### config.mk
export PLATFORM = sky130hd
export DESIGN_NAME = mult_pipe_unit
export DESIGN_NICKNAME = d
export VERILOG_FILES = /design/src/rtl/mult_pipe_unit.sv
export SDC_FILE = /design/constraint.sdc
export NUM_CORES = 2
export LEC_CHECK = 0
export BUFFER_PORTS_ARGS = -buffer_cell sky130_fd_sc_hd__buf_2
export CORE_MARGIN = 5
export CORE_UTILIZATION = 40
export DETAILED_ROUTE_END_ITERATION = 12
export PLACE_DENSITY_LB_ADDON = 0.08
export SYNTH_ARGS = -nofsm -noshare
export SYNTH_HDL_FRONTEND = slang
export SYNTH_SLANG_ARGS = --single-unit
### constraint.sdc
create_clock -name clock -period 6.8 [get_ports clock]
set_input_delay 0.34 -clock clock [delete_from_list [all_inputs] [get_ports clock]]
set_output_delay 0.34 -clock clock [all_outputs]
set_load 0.01 [all_outputs]
### src/rtl/mult_pipe_unit.sv
// Four-stage pipelined signed WIDTHxWIDTH multiplier that sits beside execute.
// Carries each instruction word down the pipe for the multiply-stall logic.
//
// Ports:
//   clock, reset_n        rising-edge clock, async active-low reset
//   in_valid/in_*         issued multiply: instruction word and signed operands
//   hold, flush           freeze every stage / kill every in-flight op
//   instruction_1..4      instruction word per stage, BUBBLE when empty
//   stage_valid           per-stage occupancy, bit k-1 = stage k
//   mult_ins_signal       any stage occupied
//   out_valid/out_*       stage 4 result: low product bits, overflow, instruction
module mult_pipe_unit #(
    parameter int          WIDTH  = 32,
    parameter logic [31:0] BUBBLE = 32'h00000000
) (
    input  logic             clock,
    input  logic             reset_n,
    input  logic             in_valid,
    input  logic [31:0]      in_instruction,
    input  logic [WIDTH-1:0] in_a,
    input  logic [WIDTH-1:0] in_b,
    input  logic             hold,
    input  logic             flush,
    output logic [31:0]      instruction_1,
    output logic [31:0]      instruction_2,
    output logic [31:0]      instruction_3,
    output logic [31:0]      instruction_4,
    output logic [3:0]       stage_valid,
    output logic             mult_ins_signal,
    output logic             out_valid,
    output logic [WIDTH-1:0] out_result,
    output logic             out_overflow,
    output logic [31:0]      out_instruction
);

    localparam int H = WIDTH / 2;
    localparam int P = 2 * WIDTH;

    logic [3:0]       r_valid;
    logic [31:0]      r_ins1, r_ins2, r_ins3, r_ins4;
    logic [WIDTH-1:0] r_a1, r_b1;
    logic [WIDTH-1:0] r_ll, r_lh, r_hl, r_hh;
    logic [P-1:0]     r_prod;
    logic [WIDTH-1:0] r_res;
    logic             r_ovf;

    // Operand halves: low halves unsigned, high halves carry the sign.
    logic signed [WIDTH-1:0] w_al, w_ah, w_bl, w_bh;
    logic signed [WIDTH-1:0] w_ll, w_lh, w_hl, w_hh;
    logic [P-1:0]            w_ll_x, w_lh_x, w_hl_x, w_hh_x;
    logic [P-1:0]            w_prod;
    logic [WIDTH:0]          w_top;
    logic                    w_ovf;

    assign w_al = {{H{1'b0}}, r_a1[H-1:0]};
    assign w_ah = {{H{r_a1[WIDTH-1]}}, r_a1[WIDTH-1:H]};
    assign w_bl = {{H{1'b0}}, r_b1[H-1:0]};
    assign w_bh = {{H{r_b1[WIDTH-1]}}, r_b1[WIDTH-1:H]};

    // ll may exceed the signed range but its low WIDTH bits are exact;
    // it is zero-extended below. The cross and high terms fit signed WIDTH.
    assign w_ll = w_al * w_bl;
    assign w_lh = w_ah * w_bl;
    assign w_hl = w_al * w_bh;
    assign w_hh = w_ah * w_bh;

    assign w_ll_x = {{WIDTH{1'b0}}, r_ll};
    assign w_lh_x = {{WIDTH{r_lh[WIDTH-1]}}, r_lh};
    assign w_hl_x = {{WIDTH{r_hl[WIDTH-1]}}, r_hl};
    assign w_hh_x = {{WIDTH{r_hh[WIDTH-1]}}, r_hh};

    assign w_prod = w_ll_x + (w_lh_x << H) + (w_hl_x << H) + (w_hh_x << WIDTH);

    // Fits signed WIDTH only if bits [P-1:WIDTH-1] are all equal.
    assign w_top = r_prod[P-1:WIDTH-1];
    assign w_ovf = ~(&w_top | ~|w_top);

    always_ff @(posedge clock or negedge reset_n) begin
        if (!reset_n) begin
            r_valid <= '0;
            r_ins1  <= BUBBLE;
            r_ins2  <= BUBBLE;
            r_ins3  <= BUBBLE;
            r_ins4  <= BUBBLE;
            r_a1    <= '0;
            r_b1    <= '0;
            r_ll    <= '0;
            r_lh    <= '0;
            r_hl    <= '0;
            r_hh    <= '0;
            r_prod  <= '0;
            r_res   <= '0;
            r_ovf   <= 1'b0;
        end else if (flush) begin
            r_valid <= '0;
            r_ins1  <= BUBBLE;
            r_ins2  <= BUBBLE;
            r_ins3  <= BUBBLE;
            r_ins4  <= BUBBLE;
            r_a1    <= '0;
            r_b1    <= '0;
            r_ll    <= '0;
            r_lh    <= '0;
            r_hl    <= '0;
            r_hh    <= '0;
            r_prod  <= '0;
            r_res   <= '0;
            r_ovf   <= 1'b0;
        end else if (!hold) begin
            r_valid <= {r_valid[2:0], in_valid};
            r_ins1  <= in_valid ? in_instruction : BUBBLE;
            r_a1    <= in_valid ? in_a : '0;
            r_b1    <= in_valid ? in_b : '0;
            r_ins2  <= r_valid[0] ? r_ins1 : BUBBLE;
            r_ll    <= r_valid[0] ? w_ll : '0;
            r_lh    <= r_valid[0] ? w_lh : '0;
            r_hl    <= r_valid[0] ? w_hl : '0;
            r_hh    <= r_valid[0] ? w_hh : '0;
            r_ins3  <= r_valid[1] ? r_ins2 : BUBBLE;
            r_prod  <= r_valid[1] ? w_prod : '0;
            r_ins4  <= r_valid[2] ? r_ins3 : BUBBLE;
            r_res   <= r_valid[2] ? r_prod[WIDTH-1:0] : '0;
            r_ovf   <= r_valid[2] & w_ovf;
        end
    end

    assign instruction_1   = r_ins1;
    assign instruction_2   = r_ins2;
    assign instruction_3   = r_ins3;
    assign instruction_4   = r_ins4;
    assign stage_valid     = r_valid;
    assign mult_ins_signal = |r_valid;
    assign out_valid       = r_valid[3];
    assign out_result      = r_res;
    assign out_overflow    = r_ovf;
    assign out_instruction = r_ins4;

endmodule
==> flow_metrics.tcl <==
set metrics [dict create \
    hold_slack_ns 0.0539 \
    rows 134 \
    min_period_over_period_pct 96.7 \
    clock_path_buffers 3 \
    syn_nets 7088 \
    dieArea_sq_um 142000 \
    drv_slew 0 \
    initial_core_util_pct 40.3 \
    cts_buffers 56 \
    peakVddDrop_v 0.000223 \
    worstPathArrival_ns 7.05 \
    drt-total-wl_um 163000 \
    ys_warn_count 0 \
    setup_viol 0 \
    final_cell_area_sq_um 61800 \
    clock_tree.root_cell "clkbuf_16" \
    powerDensity_nw_per_um2 112 \
    seq_area_frac_synth_pct 19.6 \
    synth_edf_count 0 \
    firstDrtPassIters 5 \
    port_buffers 299 \
    ioPinCount 300 \
    multi_input_area_sq_um 38400 \
    placed_cells 7596 \
    p_leak_nw 33.0 \
    drive_gt1_share_pct 12.0 \
    numClockSinks 421 \
    rsz0062_at_grt "true" \
    drc_errors 0 \
    grt_overflow_total 0 \
    critPathMaxFanout 6 \
    ys_async_sr_fraction_pct 100 \
    critPathRequiredTime_ns 7.27 \
    synth_top_flop_cell "dfrtp_1" \
    avgSynthCellArea_sq_um 9.57 \
    utilization_pct 46.2 \
    ys_seq_elements 421 \
    status "completed" \
    die_h_um 377 \
    post_dp_cell_area_sq_um 58400 \
    cp-start-kind "register" \
    most-common-layout-cells "inv_1, fa_1, nand2_1, ha_1, and2_1" \
    final_common_cell "inv_1" \
    syn_to_final_growth_pct 14.7 \
    finalNonFillerCells 7817 \
    fin_total_pwr_mw 6.94 \
    clock_latency_ns 0.70 \
    slew_headroom_pct 24.8 \
    finClkSkew_ns 0.0758 \
    syn-instance-count 5626 \
    worstHoldPathType "input pin to register" \
    seq_area_sq_um 10600 \
    core_sq_um 134000 \
    viasPerCell 5.09 \
    drv_cap 0 \
    post_drt_wl_per_cell_um 20.8 \
    nets 7462 \
    cts_tree "yes" \
    gp_congestion 0.862 \
    critPathCaptureType "register" \
    ant_nets 0 \
    dieWidth_um 377 \
    tightest_slew_ns 1.12 \
    num_vias 39800 \
    max_freq_ghz 0.152 \
    grt_max_degree 169 \
    min_period_ns 6.58 \
    synth_cell_types 69 \
    nFillCells 13000 \
    critical_path_class "register to register" \
    clkTransAtPathRegs_ns 0.06 \
    htree_levels 2 \
    netlist_area_sq_um 53900 \
    grt_pass1_vias 42400 \
    final_hold_viol_count 0 \
    grt_antenna_before_repair 7 \
    grt_pass1_wl_um 255000 \
    drt_iter0_drc 2352 \
    dp_hpwl_um 125000 \
    grtUsageTotal_pct 23.2 \
]
==> final cells by class <==
type                            count  area share (%)
Multi-Input combinational cell   3887            62.2
Antenna cell                        3          0.0121
Tap cell                         1768            3.58
Inverter                          994            6.04
Clock inverter                     29           0.707
Clock buffer                       75            2.53
Timing Repair Buffer              640            7.83
Sequential cell                   421            17.1
==> cells in the mapped netlist (all sizes together) (9+ instances only) <==
| cell type | instances | share of area (%) |
|---|---|---|
| a211o | 9 | 0.15 |
| a211oi | 14 | 0.20 |
| a21boi | 10 | 0.14 |
| a21o | 80 | 1.1 |
| a21oi | 125 | 1.2 |
| a22o | 262 | 4.3 |
| a31oi | 21 | 0.24 |
| a32o | 10 | 0.19 |
| and2 | 490 | 5.7 |
| and3 | 12 | 0.14 |
| buf | 43 | 0.53 |
| clkbuf | 281 | 2.0 |
| dfrtp | 421 | 20 |
| fa | 862 | 32 |
| ha | 499 | 12 |
| inv | 993 | 6.9 |
| nand2 | 729 | 5.1 |
| nand2b | 50 | 0.58 |
| nand3 | 28 | 0.26 |
| nand4 | 17 | 0.20 |
| nor2 | 102 | 0.71 |
| nor2b | 22 | 0.26 |
| nor3 | 22 | 0.20 |
| nor4 | 11 | 0.13 |
| o21a | 13 | 0.18 |
| o21ai | 223 | 2.1 |
| o21bai | 15 | 0.21 |
| o31ai | 14 | 0.20 |
| or2 | 10 | 0.12 |
| xnor2 | 99 | 1.6 |
| xor2 | 74 | 1.2 |
==> through the flow <==
step / worst slack, ns / TNS [ns]
6_report: 0.224 / 0
5_1_grt: -0.0516 / -0.0642
4_1_cts: 0.00240 / 0
3_5_place_dp: -0.0684 / -0.0684
3_3_place_gp: -0.0201 / -0.0201
2_1_floorplan: 0.460 / 0
==> critical path: stages (launching register included) <==
cell and delay (ns):
dfrtp_2 0.44, buf_12 0.17, and2_1 0.18, fa_1 0.53, inv_1 0.06, fa_1 0.53
inv_1 0.05, fa_1 0.50, fa_1 0.43, fa_1 0.50, inv_1 0.05, fa_1 0.47
inv_1 0.04, ha_1 0.29, and3_2 0.24, a31oi_1 0.18, nand2_1 0.08, a31oi_1 0.16
buf_4 0.18, o21bai_2 0.09, o41ai_2 0.42, buf_4 0.22, o21ai_0 0.12, a21oi_1 0.18
xnor2_1 0.13, o21ai_0 0.09
==> metal layers <==
layer  GRT usage, %  up-vias  part of all wire [%]
li1               -    18400                     -
met1           33.1    20300                    46
met2           37.9      871                    46
met3           2.91      174                   5.0
met4           5.28        2                   2.8
met5              0        -                0.0074
==> flip-flops by register name (all words and copies together), names as in the netlist <==
name / count
r_prod: 64
instruction_1: 32
instruction_2: 32
instruction_3: 32
instruction_4: 32
out_result: 32
r_a1: 32
r_b1: 32
r_hh: 32
r_hl: 32
r_lh: 32
r_ll: 32
stage_valid: 4
out_overflow: 1
==> path summary, 6_finish.rpt <==
path | depth (start not counted) | end | start | slack, ns
max in group asynchronous | 3 | r_a1[23]$_DFFE_PN0P_ | reset_n | 4.93
min | 2 | r_b1[21]$_DFFE_PN0P_ | in_b[21] | 0.05
max reg2reg | 25 | r_lh[31]$_DFFE_PN0P_ | r_b1[5]$_DFFE_PN0P_ | 0.22
min in group asynchronous | 2 | out_result[23]$_DFFE_PN0P_ | reset_n | 0.30
min reg2reg | 2 | r_ll[12]$_DFFE_PN0P_ | r_ll[12]$_DFFE_PN0P_ | 0.48
max | 25 | r_lh[31]$_DFFE_PN0P_ | r_b1[5]$_DFFE_PN0P_ | 0.22
==> report_power, final <==
group / switching, mW / internal (mW) / total [mW] / leakage [nW]
Combinational: 0.698 / 0.421 / 1.12 / 26.3
Clock: 1.29 / 1.93 / 3.22 / 0.967
Sequential: 0.0568 / 2.54 / 2.59 / 5.80
Total: 2.05 / 4.89 / 6.94 / 33.0
==> repair_timing <==
action	CTS	global route
hold buffers	93	0
gates resized for setup	3	77
buffers inserted	0	19
gates cloned	0	2
setup endpoints to repair	2	31
pin swaps	0	4
endpoints found under the hold margin	194	0
==> kinds of logic after synthesis <==
group	count (synthesis)	synth area share, %
muxes	1	0.0186
AOI/OAI and AO/OA	835	10.9
DFF	421	19.6
xor gates and xnor gates	173	2.81
buffers and inverters	1318	9.42
adders and majority gates	1361	43.6
and+or+nand+nor	1517	13.7
No activity file was read; power rests on OpenSTA's default activity.
